**src/rtl/dmem_req_arbiter.sv**
```systemverilog
// ============================================================================
// dmem_req_arbiter
// ----------------------------------------------------------------------------
// Purpose:
//   Shares the single data-memory request port between two requesters
//   (port 0 = LSU, port 1 = debug/DMA). A one-entry output register (OR)
//   drives the memory request. An in-order tracker FIFO of requester IDs
//   routes each in-order memory response back to the port that issued it.
//
// Configuration macro:
//   DMEM_ARB_FIXED_PRIO_EN  - defined: port 0 always wins when both ports
//                             request (no round-robin state).
//                             undefined (default): 2-way round-robin.
//
// Ports:
//   i_clk, i_rst              clock (rising edge), synchronous active-high reset
//   i_req{0,1}_vld            request valid
//   i_req{0,1}_ctrl[3:0]      {vld, mtype, len[1:0]}; the vld bit is ignored
//   i_req{0,1}_addr/_wdata    byte address / write data
//   o_req{0,1}_rdy            request accepted this cycle when vld & rdy
//   o_mem_req_vld/_ctrl/_addr/_wdata   registered memory request
//   i_mem_req_rdy             memory accepts when vld & rdy
//   i_mem_resp_vld            one in-order response per issued request
//   i_mem_resp_rdata          read data
//   o_resp{0,1}_vld           single-cycle response strobe for requester N
//   o_resp_rdata              i_mem_resp_rdata passed through
//   o_err_unexp_resp          sticky: response seen with tracker empty
// ============================================================================
module dmem_req_arbiter #(
    parameter int N_BITS     = 32,
    parameter int MAX_OUTSTD = 2
) (
    input  logic              i_clk,
    input  logic              i_rst,
    input  logic              i_req0_vld,
    input  logic [3:0]        i_req0_ctrl,
    input  logic [N_BITS-1:0] i_req0_addr,
    input  logic [N_BITS-1:0] i_req0_wdata,
    output logic              o_req0_rdy,
    input  logic              i_req1_vld,
    input  logic [3:0]        i_req1_ctrl,
    input  logic [N_BITS-1:0] i_req1_addr,
    input  logic [N_BITS-1:0] i_req1_wdata,
    output logic              o_req1_rdy,
    output logic              o_mem_req_vld,
    output logic [3:0]        o_mem_req_ctrl,
    output logic [N_BITS-1:0] o_mem_req_addr,
    output logic [N_BITS-1:0] o_mem_req_wdata,
    input  logic              i_mem_req_rdy,
    input  logic              i_mem_resp_vld,
    input  logic [N_BITS-1:0] i_mem_resp_rdata,
    output logic              o_resp0_vld,
    output logic              o_resp1_vld,
    output logic [N_BITS-1:0] o_resp_rdata,
    output logic              o_err_unexp_resp
);

    localparam int PW = (MAX_OUTSTD > 1) ? $clog2(MAX_OUTSTD) : 1;
    // One extra bit so the count can hold MAX_OUTSTD (and MAX_OUTSTD+1 in sums).
    localparam int CW = PW + 1;
    localparam logic [CW-1:0] L_MAX = CW'(MAX_OUTSTD);

    // Output register
    logic              r_or_vld;
    logic [2:0]        r_or_ctrl;
    logic [N_BITS-1:0] r_or_addr;
    logic [N_BITS-1:0] r_or_wdata;
    logic              r_or_id;

    // Tracker FIFO of requester IDs
    logic [MAX_OUTSTD-1:0] r_trk_id;
    logic [PW-1:0]         r_wr_ptr;
    logic [PW-1:0]         r_rd_ptr;
    logic [CW-1:0]         r_trk_cnt;

    logic                  r_err;

    logic              w_or_free;
    logic [CW-1:0]     w_outstd;
    logic              w_can_accept;
    logic              w_grant0;
    logic              w_grant1;
    logic              w_acc0;
    logic              w_acc1;
    logic              w_accept;
    logic [2:0]        w_sel_ctrl;
    logic [N_BITS-1:0] w_sel_addr;
    logic [N_BITS-1:0] w_sel_wdata;
    logic              w_push;
    logic              w_pop;
    logic              w_empty;
    logic              w_head_id;
    logic              w_unexp;
    logic              w_unused_ok;

`ifndef DMEM_ARB_FIXED_PRIO_EN
    // Port that won the last real accept; reset value 1 makes port 0 win first.
    logic              r_rr_last;
`endif

    // The vld bit inside the ctrl bundle is superseded by i_reqN_vld.
    assign w_unused_ok = ^{i_req0_ctrl[3], i_req1_ctrl[3]};

    // The OR can take a new request if it is empty or is draining this cycle,
    // and the total in flight (tracker + OR) leaves room for one more.
    assign w_or_free    = !r_or_vld | i_mem_req_rdy;
    assign w_outstd     = r_trk_cnt + {{(CW-1){1'b0}}, r_or_vld};
    assign w_can_accept = !i_rst & w_or_free & (w_outstd < L_MAX);

    // Grant selection between the two requesters
    always_comb begin
        w_grant0 = 1'b0;
        w_grant1 = 1'b0;
        if (i_req0_vld & i_req1_vld) begin
`ifdef DMEM_ARB_FIXED_PRIO_EN
            w_grant0 = 1'b1;
            w_grant1 = 1'b0;
`else
            // Alternate: the port that did not win last time gets it now.
            w_grant0 = r_rr_last;
            w_grant1 = !r_rr_last;
`endif
        end else begin
            w_grant0 = i_req0_vld;
            w_grant1 = i_req1_vld;
        end
    end

    assign o_req0_rdy = w_can_accept & w_grant0;
    assign o_req1_rdy = w_can_accept & w_grant1;
    assign w_acc0     = i_req0_vld & o_req0_rdy;
    assign w_acc1     = i_req1_vld & o_req1_rdy;
    assign w_accept   = w_acc0 | w_acc1;

    // Request payload mux for the accepted port
    always_comb begin
        w_sel_ctrl  = 3'b000;
        w_sel_addr  = {N_BITS{1'b0}};
        w_sel_wdata = {N_BITS{1'b0}};
        if (w_acc1) begin
            w_sel_ctrl  = i_req1_ctrl[2:0];
            w_sel_addr  = i_req1_addr;
            w_sel_wdata = i_req1_wdata;
        end else begin
            w_sel_ctrl  = i_req0_ctrl[2:0];
            w_sel_addr  = i_req0_addr;
            w_sel_wdata = i_req0_wdata;
        end
    end

    // Tracker push/pop. A response with an empty tracker is never routed;
    // it is only an error when no push is happening in the same cycle.
    assign w_push    = r_or_vld & i_mem_req_rdy;
    assign w_empty   = (r_trk_cnt == {CW{1'b0}});
    assign w_head_id = r_trk_id[r_rd_ptr];
    assign w_pop     = !i_rst & i_mem_resp_vld & !w_empty;
    assign w_unexp   = i_mem_resp_vld & w_empty & !w_push;

    assign o_resp0_vld  = w_pop & !w_head_id;
    assign o_resp1_vld  = w_pop & w_head_id;
    assign o_resp_rdata = i_mem_resp_rdata;

    assign o_mem_req_vld    = r_or_vld;
    assign o_mem_req_ctrl   = {r_or_vld, r_or_ctrl};
    assign o_mem_req_addr   = r_or_addr;
    assign o_mem_req_wdata  = r_or_wdata;
    assign o_err_unexp_resp = r_err;

    // Output register: load on accept, clear when drained without reload,
    // otherwise hold stable (stall).
    always_ff @(posedge i_clk) begin
        if (i_rst) begin
            r_or_vld   <= 1'b0;
            r_or_ctrl  <= 3'b000;
            r_or_addr  <= {N_BITS{1'b0}};
            r_or_wdata <= {N_BITS{1'b0}};
            r_or_id    <= 1'b0;
        end else if (w_accept) begin
            r_or_vld   <= 1'b1;
            r_or_ctrl  <= w_sel_ctrl;
            r_or_addr  <= w_sel_addr;
            r_or_wdata <= w_sel_wdata;
            r_or_id    <= w_acc1;
        end else if (i_mem_req_rdy) begin
            r_or_vld   <= 1'b0;
        end
    end

    // Tracker FIFO: IDs enter when the OR issues and leave on each response.
    always_ff @(posedge i_clk) begin
        if (i_rst) begin
            r_trk_id  <= {MAX_OUTSTD{1'b0}};
            r_wr_ptr  <= {PW{1'b0}};
            r_rd_ptr  <= {PW{1'b0}};
            r_trk_cnt <= {CW{1'b0}};
        end else begin
            if (w_push) begin
                r_trk_id[r_wr_ptr] <= r_or_id;
                r_wr_ptr           <= r_wr_ptr + PW'(1);
            end
            if (w_pop) begin
                r_rd_ptr <= r_rd_ptr + PW'(1);
            end
            case ({w_push, w_pop})
                2'b10:   r_trk_cnt <= r_trk_cnt + CW'(1);
                2'b01:   r_trk_cnt <= r_trk_cnt - CW'(1);
                default: r_trk_cnt <= r_trk_cnt;
            endcase
        end
    end

    // Sticky unexpected-response flag
    always_ff @(posedge i_clk) begin
        if (i_rst) begin
            r_err <= 1'b0;
        end else if (w_unexp) begin
            r_err <= 1'b1;
        end
    end

`ifndef DMEM_ARB_FIXED_PRIO_EN
    // Round-robin state only moves on a real accept.
    always_ff @(posedge i_clk) begin
        if (i_rst) begin
            r_rr_last <= 1'b1;
        end else if (w_accept) begin
            r_rr_last <= w_acc1;
        end
    end
`endif

endmodule

```
**config.mk**
```make
export PLATFORM = sky130hd
export DESIGN_NAME = dmem_req_arbiter
export DESIGN_NICKNAME = d
export VERILOG_FILES = /design/src/rtl/dmem_req_arbiter.sv
export SDC_FILE = /design/constraint.sdc
export NUM_CORES = 1
export LEC_CHECK = 0
export BUFFER_PORTS_ARGS = -buffer_cell sky130_fd_sc_hd__clkbuf_2
export CAP_MARGIN = 20
export CORE_AREA = 2 2 110 112
export DETAILED_ROUTE_END_ITERATION = 8
export DIE_AREA = 0 0 112 114
export PLACE_DENSITY_LB_ADDON = 0.05
export SLEW_MARGIN = 20
export SYNTH_ARGS = -nofsm -noshare
export SYNTH_HDL_FRONTEND = slang
export SYNTH_SLANG_ARGS = --single-unit
export TNS_END_PERCENT = 10
```
**constraint.sdc**
```tcl
create_clock -name i_clk -period 1.7 [get_ports i_clk]
set_clock_uncertainty 0.15 [all_clocks]
set_input_delay 0.17 -clock i_clk [delete_from_list [all_inputs] [get_ports i_clk]]
set_output_delay 0.17 -clock i_clk [all_outputs]
set_load 0.02 [all_outputs]
```
== After elaboration in Yosys (flattened, before gate mapping) ==
Index checks and enable logic that the tools add are counted.
Word-level totals
  flip-flop bits (word level): 77
  bits of input ports: 174
Operators by class
  $add $sub $neg: 5
  $lt $le $gt $ge: 4
  equal/unequal tests: 2
  multiplexer cells: 13
  bitwise gates (word level): 16
  reductions and logical operators: 10
Operators by type and width (number)
  two-way mux 32 bit: 2
  bitwise AND 1 bit: 14
  two-way mux 1 bit: 7
  zero test 1 bit: 6
  less-than comparator 1 x 2 -> 1 bit, second input constant: 2
  case mux 2 bit (2 select lines): 1
  nonzero test 2 bit: 2
  two-way mux 3 bit: 1
  adder 1 bit, second input constant: 2
  adder 2 x 1 -> 2 bit: 1
  adder 2 x 1 -> 2 bit, second input constant: 1
  bitwise mux 2 bit: 1
  equality test 2 x 1 -> 1 bit, second input constant: 1
  equality test 2 bit, second input constant: 1
  zero test 2 bit: 1
  less-than comparator 2 bit, second input constant: 1
  bitwise OR 1 bit: 2
  subtractor 2 x 1 -> 2 bit, second input constant: 1
  demux 1 bit (select 1 bit): 1
  >= comparator 1 bit, second input constant: 1
  logical AND 1 bit: 1

== Longest topological paths before layout ==
Gate-level depths: netlist of run 1.
  depth in word-level cells: 8
  depth in mapped cells: 9

== Worst setup path before layout of run 1 ==
OpenSTA, ideal clock, no wires.
  path type: register to register
  from: reg r_or_vld (netlist: o_mem_req_vld)
  to: reg r_or_addr[10] (netlist: o_mem_req_addr[10])
  library setup time: 0.146 ns
  arrival time: 1.566 ns
  required time: 1.404 ns
  setup slack: -0.162 ns
  stages on the path, launching flop included: 8
  buffers on the path: 3
  period minus slack after synthesis: 1.862 ns
  path through: dfxtp_1 nand2_2 a211oi_2 and2_1 buf_2 buf_6 buf_6 a211oi_2
On the way
  longest elaborated chain between the ends: 7
RTL lines
  start, declared: RTL line 64  | logic r_or_vld;
  start signal, assigned: RTL line 173  | r_or_vld <= 1'b0;
  start signal, assigned: RTL line 179  | r_or_vld <= 1'b1;
  start signal, assigned: RTL line 185  | r_or_vld <= 1'b0;
  parallel branches: the longest is 3 deep, another holds adder 2 x 1 -> 2 bit
  bitwise AND 1 bit *: RTL line 108  | assign w_can_accept = !i_rst & w_or_free & (w_outstd < L_MAX);
  bitwise AND 1 bit (on tied branches): RTL line 130, 129
  bitwise AND 1 bit (on tied branches): RTL line 132, 131
  two-way mux 32 bit or bitwise OR 1 bit (tied branches): RTL line 140, 133
  end signal, assigned: RTL line 175  | r_or_addr <= {N_BITS{1'b0}};
  end signal, assigned: RTL line 181  | r_or_addr <= w_sel_addr;
  end, declared: RTL line 66  | logic [N_BITS-1:0] r_or_addr;
Every way passes the cells marked *.
A chain may end at the register's enable or synchronous reset.

== Final worst setup path of run 1 ==
  from: reg r_trk_cnt[0]
  to: out o_req0_rdy
On the way
  longest elaborated chain between the ends: 4
RTL lines
  start, declared: RTL line 74  | logic [CW-1:0] r_trk_cnt;
  start signal, assigned: RTL line 195  | r_trk_cnt <= {CW{1'b0}};
  start signal, assigned: RTL line 205  | 2'b10: r_trk_cnt <= r_trk_cnt + CW'(1);
  start signal, assigned: RTL line 206  | 2'b01: r_trk_cnt <= r_trk_cnt - CW'(1);
  adder 2 x 1 -> 2 bit: RTL line 107  | assign w_outstd = r_trk_cnt + {{(CW-1){1'b0}}, r_or_vld};
  less-than comparator 2 bit: RTL line 108
  bitwise AND 1 bit: RTL line 108
  bitwise AND 1 bit: RTL line 129  | assign o_req0_rdy = w_can_accept & w_grant0;
  end, declared: RTL line 39  | output logic o_req0_rdy,
No other way between the ends.

==> impl_table.tex, run 1 <==
\begin{tabular}{lr}
\hline
Metric & Value \\
\hline
\multicolumn{2}{l}{\textbf{Run status}} \\
\quad Status & finished clean \\
\multicolumn{2}{l}{\textbf{Critical path}} \\
\quad CP peak stage delay & 0.38 ns \\
\quad Largest delay share family, worst path & flip-flops \\
\quad FF-to-FF End & o\_mem\_req\_wdata[15]\$\_SDFFE\_PP0P\_ \\
\quad CP required & 1.38 ns \\
\quad Largest driver fanout on the critical path & 5 \\
\quad Type of the setup path with the least slack & register to output port \\
\quad Category of the worst setup path launch point & register \\
\quad Arrival time reported for the critical path endpoint & 1.34 ns \\
\quad Most used cell, CP & sky130\_fd\_sc\_hd\_\_nand2\_2 \\
\quad Endpoint class of the critical path & output port \\
\quad Sequence of cells on the critical path & buf\_6 -> nand3\_2 -> nand2\_2 -> nand2\_2 -> nor3\_2 -> buf\_4 \\
\quad Number of buffers and inverters on the critical path & 2 \\
\quad Logic depth of the worst register-to-register path & 6 \\
\quad FF-to-FF setup slack & 0.05 ns \\
\quad Critical Path Slowest Stage Cell & sky130\_fd\_sc\_hd\_\_dfxtp\_4 \\
\quad Source of the worst register-to-register timing path & r\_trk\_cnt[1]\$\_SDFFE\_PP0P\_ \\
\multicolumn{2}{l}{\textbf{Placement}} \\
\quad Area post-placement & 5044 sq um \\
\quad Port Buf Inserts & 213 \\
\quad Placed insts & 719 \\
\quad Post-detailed-placement half-perimeter wirelength & 8.657 mm \\
\quad Final RePlAce weighted congestion & 0.7469 \\
\multicolumn{2}{l}{\textbf{Timing}} \\
\quad Final clock period utilization by the worst path & 97.37\% \\
\quad Number of hold violations in the final report & 0 \\
\quad Unrepaired setup endpoints after global routing & yes \\
\quad Finish-stage setup viols & 0 \\
\quad Number of max-slew violations in the final report & 0 \\
\quad Worst hold slack after final layout & 0.006904 ns \\
\quad Worst relative slew slack & 61.70\% \\
\quad Fmax & 0.6041 GHz \\
\quad Measured slew at the worst slew-check pin & 0.5745 ns \\
\quad Final critical-path required period & 1.655 ns \\
\multicolumn{2}{l}{\textbf{Route}} \\
\quad Remaining number of nets flagged by the antenna check after routing & 0 \\
\quad Average via count per standard cell & 4.942 \\
\quad Post-detailed-route DRC marker count & 0 \\
\quad Wirelength, routed & 11.63 mm \\
\quad Routed WL per cell & 15.72 um \\
\quad First-iteration detailed-routing DRC count & 111 \\
\quad DRT Pass-1 Iters & 4 \\
\quad Via Count & 3,657 \\
\multicolumn{2}{l}{\textbf{Floorplan}} \\
\quad Initial Util & 33.56\% \\
\quad Area of the die & 12,770 sq um \\
\quad Number of primary I/O pins & 280 \\
\quad Area of the core & 11,710 sq um \\
\quad Die height & 114 um \\
\quad Std-Cell Rows & 40 \\
\quad Die width & 112 um \\
\multicolumn{2}{l}{\textbf{Finish}} \\
\quad Seq. cell area & 1550 sq um \\
\quad Area growth from synthesis to layout & 39.64\% \\
\quad Post-layout net count & 762 \\
\quad Cell area after layout & 5488 sq um \\
\quad Share of the core filled with cells & 46.86\% \\
\quad Share of cells above drive strength 1 & 50.84\% \\
\quad Area occupied by multi-input gates & 1986 sq um \\
\quad Number of filler instances in the final layout & 1,170 \\
\quad Leading cell type in the layout, fill and taps excluded & sky130\_fd\_sc\_hd\_\_clkbuf\_2 \\
\quad Final standard cell count with taps included and fillers excluded & 740 \\
\quad Top library cells by usage in the layout, fill and taps aside & 209 x sky130\_fd\_sc\_hd\_\_clkbuf\_2, 74 x sky130\_fd\_sc\_hd\_\_dfxtp\_1, 68 x sky130\_fd\_sc\_hd\_\_mux2i\_1, 67 x sky130\_fd\_sc\_hd\_\_a21oi\_1, 43 x sky130\_fd\_sc\_hd\_\_a211oi\_1 \\
\multicolumn{2}{l}{\textbf{Yosys}} \\
\quad Share of synthesized registers carrying an async set or reset & 0\% \\
\quad Register area share after synthesis & 39.22\% \\
\quad Syn Area/Cell & 9.776 sq um \\
\quad Number of nets produced by synthesis & 577 \\
\quad Total of warnings raised by yosys & 0 \\
\quad Cell Area, Synth & 3930 sq um \\
\quad Yosys top cell by area & sky130\_fd\_sc\_hd\_\_dfxtp\_1 \\
\quad Primary flip-flop cell chosen by synthesis mapping & sky130\_fd\_sc\_hd\_\_dfxtp\_1 \\
\quad Post-synth EDFFs & 0 \\
\quad Main area contributors after synthesis & sky130\_fd\_sc\_hd\_\_dfxtp\_1 39\%, sky130\_fd\_sc\_hd\_\_mux2i\_1 18\%, sky130\_fd\_sc\_hd\_\_a211oi\_1 9.0\% \\
\quad Number of distinct standard cells referenced by the synthesized netlist & 30 \\
\quad Cells after synthesis & 402 \\
\quad Total of flip-flops plus latches after synthesis & 77 \\
\quad Share of Yosys cell area claimed by the top area cell type & 39.22\% \\
\multicolumn{2}{l}{\textbf{CTS}} \\
\quad Max Buffers Root-to-Sink & 2 \\
\quad Clock tree from TritonCTS & done \\
\quad H-tree Lvls & 3 \\
\quad Root buffer cell & sky130\_fd\_sc\_hd\_\_clkbuf\_16 \\
\quad Post-CTS clock slew at the launch and capture registers of the worst setup and hold paths & 0.06 ns \\
\quad Sink count of the clock tree & 77 \\
\quad TritonCTS buffer count & 9 \\
\quad Insertion delay of the later-clocked pin in the worst-skew pair & 0.33 ns \\
\multicolumn{2}{l}{\textbf{Global routing}} \\
\quad Number of global-route vias before repair & 3,513 \\
\quad Overall fraction of global-route tracks in use & 17.31\% \\
\quad Global-route wire length before repair & 17.64 mm \\
\quad Maximum number of pins on one net before global-route repair & 42 \\
\quad Initial antenna violation count & 1 \\
\quad Remaining global-route overflow & 0 \\
\multicolumn{2}{l}{\textbf{Worst hold path}} \\
\quad Worst-case hold path end point & r\_or\_ctrl[1]\$\_SDFFE\_PP0P\_ \\
\quad WHS Path Cells & 3 \\
\quad Source of the worst hold timing path & i\_req0\_ctrl[1] \\
\quad Hold Crit Class & input port to register \\
\multicolumn{2}{l}{\textbf{Power}} \\
\quad Worst voltage drop across the vdd grid & 0.0004492 V \\
\quad Leakage & 2.529 nW \\
\quad Power consumption & 0.006287 W \\
\quad P per Cell Area & 1146 nW/um\^{}2 \\
\multicolumn{2}{l}{\textbf{Job}} \\
\quad Count of max-cap constraint violations & 0 \\
\hline
\end{tabular}
## synthesized netlist by cell type, types with 3 or more instances
cell                       number
sky130_fd_sc_hd__o21ai_0        5
sky130_fd_sc_hd__nor2b_1        3
sky130_fd_sc_hd__dfxtp_1       77
sky130_fd_sc_hd__nand2_1        3
sky130_fd_sc_hd__xor2_1         3
sky130_fd_sc_hd__buf_4         38
sky130_fd_sc_hd__mux2i_1       69
sky130_fd_sc_hd__a21oi_1       68
sky130_fd_sc_hd__a211oi_1      47
sky130_fd_sc_hd__clkbuf_1      11
sky130_fd_sc_hd__buf_2         20
sky130_fd_sc_hd__a211oi_2      21
sky130_fd_sc_hd__inv_1          3
sky130_fd_sc_hd__nor2_1        11
sky130_fd_sc_hd__buf_6          4
## worst max-delay path by stage
stage / cells past startpoint / startpoint / endpoint / slack, ns
detailed placement: 5 / r_trk_cnt[1]$_SDFFE_PP0P_ / r_trk_cnt[1]$_SDFFE_PP0P_ / -0.08
floorplan: 6 / r_trk_cnt[0]$_SDFFE_PP0P_ / r_trk_cnt[1]$_SDFFE_PP0P_ / -0.08
global placement: 5 / r_trk_cnt[1]$_SDFFE_PP0P_ / r_trk_cnt[1]$_SDFFE_PP0P_ / -0.06
finish: 6 / r_trk_cnt[0]$_SDFFE_PP0P_ / o_req0_rdy / 0.04
CTS: 5 / r_trk_cnt[1]$_SDFFE_PP0P_ / o_mem_req_wdata[29]$_SDFFE_PP0P_ / -0.007
global route: 6 / r_trk_cnt[0]$_SDFFE_PP0P_ / o_req0_rdy / -0.04
## layout make-up
type | instances | share of cell area (%)
well taps | 147 | 3.352
repair buffers | 247 | 26.27
clock buffers | 13 | 4.925
flip-flops and latches | 77 | 28.25
clock inverters | 3 | 0.7752
inverters | 3 | 0.2052
diodes | 1 | 0.04560
multi-input cells | 249 | 36.18
## report_power, final
| group | switching [W] | leakage [nW] | internal (W) |
|---|---|---|---|
| Combinational | 0.00118 | 1.74 | 0.000866 |
| Sequential | 0.000162 | 0.642 | 0.00209 |
| Clock | 0.000733 | 0.152 | 0.00126 |
| Total | 0.00207 | 2.53 | 0.00421 |
## flip-flops by register name, summed over array words and instances, names as in the netlist
| signal | flops |
|---|---|
| r_trk_id | 2 |
| o_mem_req_vld | 1 |
| o_mem_req_addr | 32 |
| r_rd_ptr | 1 |
| r_or_id | 1 |
| r_wr_ptr | 1 |
| r_rr_last | 1 |
| r_or_ctrl | 3 |
| o_mem_req_wdata | 32 |
| r_trk_cnt | 2 |
| o_err_unexp_resp | 1 |
## tightest hold or removal path, cell delays in order
cell and delay [ns]:
sky130_fd_sc_hd__clkbuf_2 0.08, sky130_fd_sc_hd__mux2i_1 0.11, sky130_fd_sc_hd__a211oi_1 0.08
## metrics by stage
stage                TNS, ns  setup WS (ns)
finish                     0        0.04468
global route         -0.1564       -0.03903
CTS                 -0.01231      -0.007078
detailed placement    -1.636       -0.08257
global placement     -0.2920       -0.05700
floorplan           -0.08320       -0.08320
## cells by family after synthesis
logic type	count (synthesis)	share of synthesized area [%]
muxes	69	17.57
xor gates and xnor gates	4	0.8916
and+or+nand+nor	28	3.566
buffers and inverters	76	12.29
adders and majority gates	1	0.3183
AOI/OAI and AO/OA	147	26.14
DFF	77	39.22
## repair_timing
item / in CTS / in global routing
buffers inserted: 2 / 1
resized for setup: 12 / 18
hold buffers: 1 / 0
pin swaps: 3 / 17
endpoints found under the setup margin: 74 / 68
endpoints found under the hold margin: 1 / 0
## per-layer routing
metal  global-route usage, %  up-vias  wire length [um]
met5                       0        -                 0
met4                   7.642        0               263
met3                   6.164       24              1011
met2                   28.32      165              5577
met1                   20.61     1638              4778
li1                        -     1830                 -
Note: power is estimated with default switching activity, not from simulation.
==> run 2, diff against run 1 <==
--- a/config.mk
+++ b/config.mk
@@ -7,9 +7,10 @@
 export LEC_CHECK = 0
 export BUFFER_PORTS_ARGS = -buffer_cell sky130_fd_sc_hd__clkbuf_2
 export CAP_MARGIN = 20
-export CORE_AREA = 2 2 110 112
+export CORE_AREA = 2 2 109 111
+export CTS_CLUSTER_SIZE = 20
 export DETAILED_ROUTE_END_ITERATION = 8
-export DIE_AREA = 0 0 112 114
+export DIE_AREA = 0 0 111 113
 export PLACE_DENSITY_LB_ADDON = 0.05
 export SLEW_MARGIN = 20
 export SYNTH_ARGS = -nofsm -noshare
==> constraint.sdc (replaced) <==
create_clock -name i_clk -period 2.1 [get_ports i_clk]
set_clock_uncertainty 0.15 [all_clocks]
set_input_delay 0.21 -clock i_clk [delete_from_list [all_inputs] [get_ports i_clk]]
set_output_delay 0.21 -clock i_clk [all_outputs]
set_load 0.02 [all_outputs]
==> impl_table.tex, run 2 (same netlist as run 1, synthesis figures left out) <==
\begin{tabular}{lr}
\hline
Metric & Value \\
\hline
\multicolumn{2}{l}{\textbf{Placement}} \\
\quad Final RePlAce weighted congestion & 0.7441 (-0.37\%) \\
\quad Post-detailed-placement half-perimeter wirelength & 7.962 mm (-8.0\%) \\
\quad Port Buf Inserts & 213 (unchanged) \\
\multicolumn{2}{l}{\textbf{Power}} \\
\quad Share of power burned in registers & 36.3\% (+0.4 points) \\
\quad Logic gate share of total power & 30.5\% (-2.0 points) \\
\quad Power consumption & 0.005019 W (-20\%) \\
\quad P per Cell Area & 958.8 nW/um\^{}2 (-16\%) \\
\quad Pint & 0.003394 W (-19\%) \\
\quad Switch Pwr & 0.001625 W (-22\%) \\
\quad Clock network fraction of total power & 33.1\% (+1.5 points) \\
\quad Leakage & 2.417 nW (-4.4\%) \\
\quad Net Sw Frac & 32.38\% (-0.61 points) \\
\quad Worst voltage drop across the vdd grid & 0.0004397 V (-2.1\%) \\
\multicolumn{2}{l}{\textbf{Route}} \\
\quad Via Count & 3,547 (-3.0\%) \\
\quad Average via count per standard cell & 4.947 (+0.10\%) \\
\quad DRT Pass-1 Iters & 4 (unchanged) \\
\quad Routed WL per cell & 15.15 um (-3.6\%) \\
\quad Remaining number of nets flagged by the antenna check after routing & 0 (unchanged) \\
\quad Wirelength, routed & 10.86 mm (-6.6\%) \\
\quad Post-detailed-route DRC marker count & 0 (unchanged) \\
\quad First-iteration detailed-routing DRC count & 90 (-19\%) \\
\multicolumn{2}{l}{\textbf{Finish}} \\
\quad Area growth from synthesis to layout & 33.21\% \\
\quad Post-layout net count & 744 (-2.4\%) \\
\quad Number of filler instances in the final layout & 1,135 (-3.0\%) \\
\quad Share of cells above drive strength 1 & 46.69\% (-4.2 points) \\
\quad Leading cell type in the layout, fill and taps excluded & sky130\_fd\_sc\_hd\_\_clkbuf\_2 \\
\quad Top library cells by usage in the layout, fill and taps aside & 212 x sky130\_fd\_sc\_hd\_\_clkbuf\_2, 75 x sky130\_fd\_sc\_hd\_\_dfxtp\_1, 69 x sky130\_fd\_sc\_hd\_\_mux2i\_1, 68 x sky130\_fd\_sc\_hd\_\_a21oi\_1, 47 x sky130\_fd\_sc\_hd\_\_a211oi\_1 \\
\quad Antenna diode instance count & 0 (-1) \\
\multicolumn{2}{l}{\textbf{Timing}} \\
\quad Worst relative slew slack & 48.06\% (-14 points) \\
\quad Final critical-path required period & 1.979 ns \\
\quad Finish-stage setup viols & 0 (unchanged) \\
\quad Number of max-slew violations in the final report & 0 (unchanged) \\
\quad Measured slew at the worst slew-check pin & 0.7791 ns (+0.2046 ns) \\
\quad Number of hold violations in the final report & 0 (unchanged) \\
\quad Unrepaired setup endpoints after global routing & no \\
\quad Fmax & 0.5052 GHz \\
\quad Final clock period utilization by the worst path & 94.25\% \\
\quad Total negative setup slack & 0 ns (unchanged) \\
\multicolumn{2}{l}{\textbf{Global routing}} \\
\quad Overall fraction of global-route tracks in use & 16.93\% (-0.38 points) \\
\quad Remaining global-route overflow & 0 (unchanged) \\
\quad Global-route wire length before repair & 17.40 mm (-1.3\%) \\
\quad Initial antenna violation count & 0 (-1) \\
\quad Number of global-route vias before repair & 3,539 (+0.74\%) \\
\quad Maximum number of pins on one net before global-route repair & 62 (+48\%) \\
\multicolumn{2}{l}{\textbf{Floorplan}} \\
\quad Std-Cell Rows & 39 (-2.5\%) \\
\quad Area of the core & 11,270 sq um (-3.7\%) \\
\quad Die height & 113 um (-0.88\%) \\
\quad Number of primary I/O pins & 280 (unchanged) \\
\quad Initial Util & 34.87\% (+1.3 points) \\
\quad Die width & 111 um (-0.89\%) \\
\quad Area of the die & 12,540 sq um (-1.8\%) \\
\multicolumn{2}{l}{\textbf{CTS}} \\
\quad Insertion delay of the later-clocked pin in the worst-skew pair & 0.32 ns (about the same) \\
\quad TritonCTS buffer count & 9 (unchanged) \\
\quad Sink count of the clock tree & 77 (unchanged) \\
\quad Clock tree from TritonCTS & done \\
\quad Root buffer cell & sky130\_fd\_sc\_hd\_\_clkbuf\_16 \\
\quad H-tree Lvls & 3 (unchanged) \\
\quad Max Buffers Root-to-Sink & 2 (unchanged) \\
\quad Post-CTS clock slew at the launch and capture registers of the worst setup and hold paths & 0.06 ns (about the same) \\
\multicolumn{2}{l}{\textbf{Run status}} \\
\quad Status & finished clean \\
\multicolumn{2}{l}{\textbf{Critical path}} \\
\quad Type of the setup path with the least slack & input port to output port \\
\quad Arrival time reported for the critical path endpoint & 1.62 ns (+0.28 ns) \\
\quad Category of the worst setup path launch point & input port \\
\quad FF-to-FF setup slack & 0.21 ns (+0.16 ns) \\
\quad Largest driver fanout on the critical path & 2 (-3) \\
\quad FF-to-FF End & r\_or\_ctrl[1]\$\_SDFFE\_PP0P\_ \\
\quad Source of the worst register-to-register timing path & o\_mem\_req\_vld\$\_SDFFE\_PP0P\_ \\
\quad Logic depth of the worst register-to-register path & 5 (-1) \\
\quad CP required & 1.74 ns (+0.36 ns) \\
\quad Endpoint class of the critical path & output port \\
\multicolumn{2}{l}{\textbf{Worst hold path}} \\
\quad WHS Path Cells & 3 (unchanged) \\
\quad Source of the worst hold timing path & i\_req0\_wdata[1] \\
\quad Hold Crit Class & input port to register \\
\quad Worst-case hold path end point & o\_mem\_req\_wdata[1]\$\_SDFFE\_PP0P\_ \\
\multicolumn{2}{l}{\textbf{Job}} \\
\quad Count of max-cap constraint violations & 0 (unchanged) \\
\hline
\end{tabular}
## run 2: cell types whose count changed in the layout (fill, tap and decap cells not counted), sizes merged
cell | previous run | this run
clkinvlp | 1 | 0
diode | 1 | 0
clkbuf | 223 | 225
bufinv | 1 | 2
buf | 36 | 16
## run 2: cell type report
type                       count  area [sq um]  share of cell area [%]
multi-input combinational    249          1928                   36.83
sequential                    77          1544                   29.49
timing repair buffer         229          1254                   23.95
clock buffer                  13         250.2                   4.780
tap                          143         178.9                   3.418
clock inverter                 3         68.82                   1.315
inverter                       3         11.26                  0.2151
## run 2: power groups by stage
stage	logic (W)	clock network [W]	registers, W
finish	0.00153	0.00166	0.00182
global route	0.00167	0.00178	0.00186
CTS	0.00155	0.00171	0.00182
detailed placement	0.00155	0	0.00185
global placement	0.00153	0	0.00184
floorplan	0.000857	0	0.00210
## run 2: worst max path at each step
stage | end | start | slack, ns
2_1_floorplan | o_req0_rdy | r_trk_cnt[0]$_SDFFE_PP0P_ | 0.20
3_3_place_gp | o_mem_req_addr[21]$_SDFFE_PP0P_ | o_mem_req_vld$_SDFFE_PP0P_ | 0.22
3_5_place_dp | o_mem_req_addr[27]$_SDFFE_PP0P_ | o_mem_req_vld$_SDFFE_PP0P_ | 0.21
4_1_cts | o_resp0_vld | r_trk_cnt[1]$_SDFFE_PP0P_ | 0.03
5_1_grt | o_resp0_vld | i_mem_resp_vld | 0.02
6_report | o_resp0_vld | i_mem_resp_vld | 0.12
## run 2: through the flow
step                hold slack (ns)  std cells  worst slack [ns]  cell area (sq um)  util (%)
CTS                         0.05053        715           0.02591               5211     46.23
global placement             0.2701        698            0.2244               4882     43.31
floorplan                    0.2172        402            0.2015               3930         -
finish                      0.05445        717            0.1208               5235     46.44
detailed placement           0.2701        698            0.2059               4882     43.31
global route                0.05975        717           0.02185               5235     46.44
## run 2: routing by layer
metal | vias to the layer above | part of all wire (%) | wire length [um] | global-route usage (%)
met5 | - | 0 | 0 | 0
met3 | 16 | 8.9 | 968 | 5.945
li1 | 1791 | - | - | -
met4 | 0 | 1.1 | 117 | 5.667
met1 | 1587 | 43 | 4703 | 20.72
met2 | 153 | 47 | 5073 | 27.93
## run 2: worst max-delay path, stage by stage
cell and delay, ns:
sky130_fd_sc_hd__dlygate4sd3_1 0.53, sky130_fd_sc_hd__clkbuf_2 0.12, sky130_fd_sc_hd__o21ai_0 0.11, sky130_fd_sc_hd__buf_4 0.16
sky130_fd_sc_hd__nor4_2 0.27, sky130_fd_sc_hd__clkbuf_2 0.22
## run 2: timing repair
action / 4_1_cts / 5_1_grt
buffers inserted: 0 / 2
setup endpoints to repair: 0 / 3
hold buffers: 1 / 0
endpoints found under the hold margin: 1 / 0
resized for setup: 0 / 3
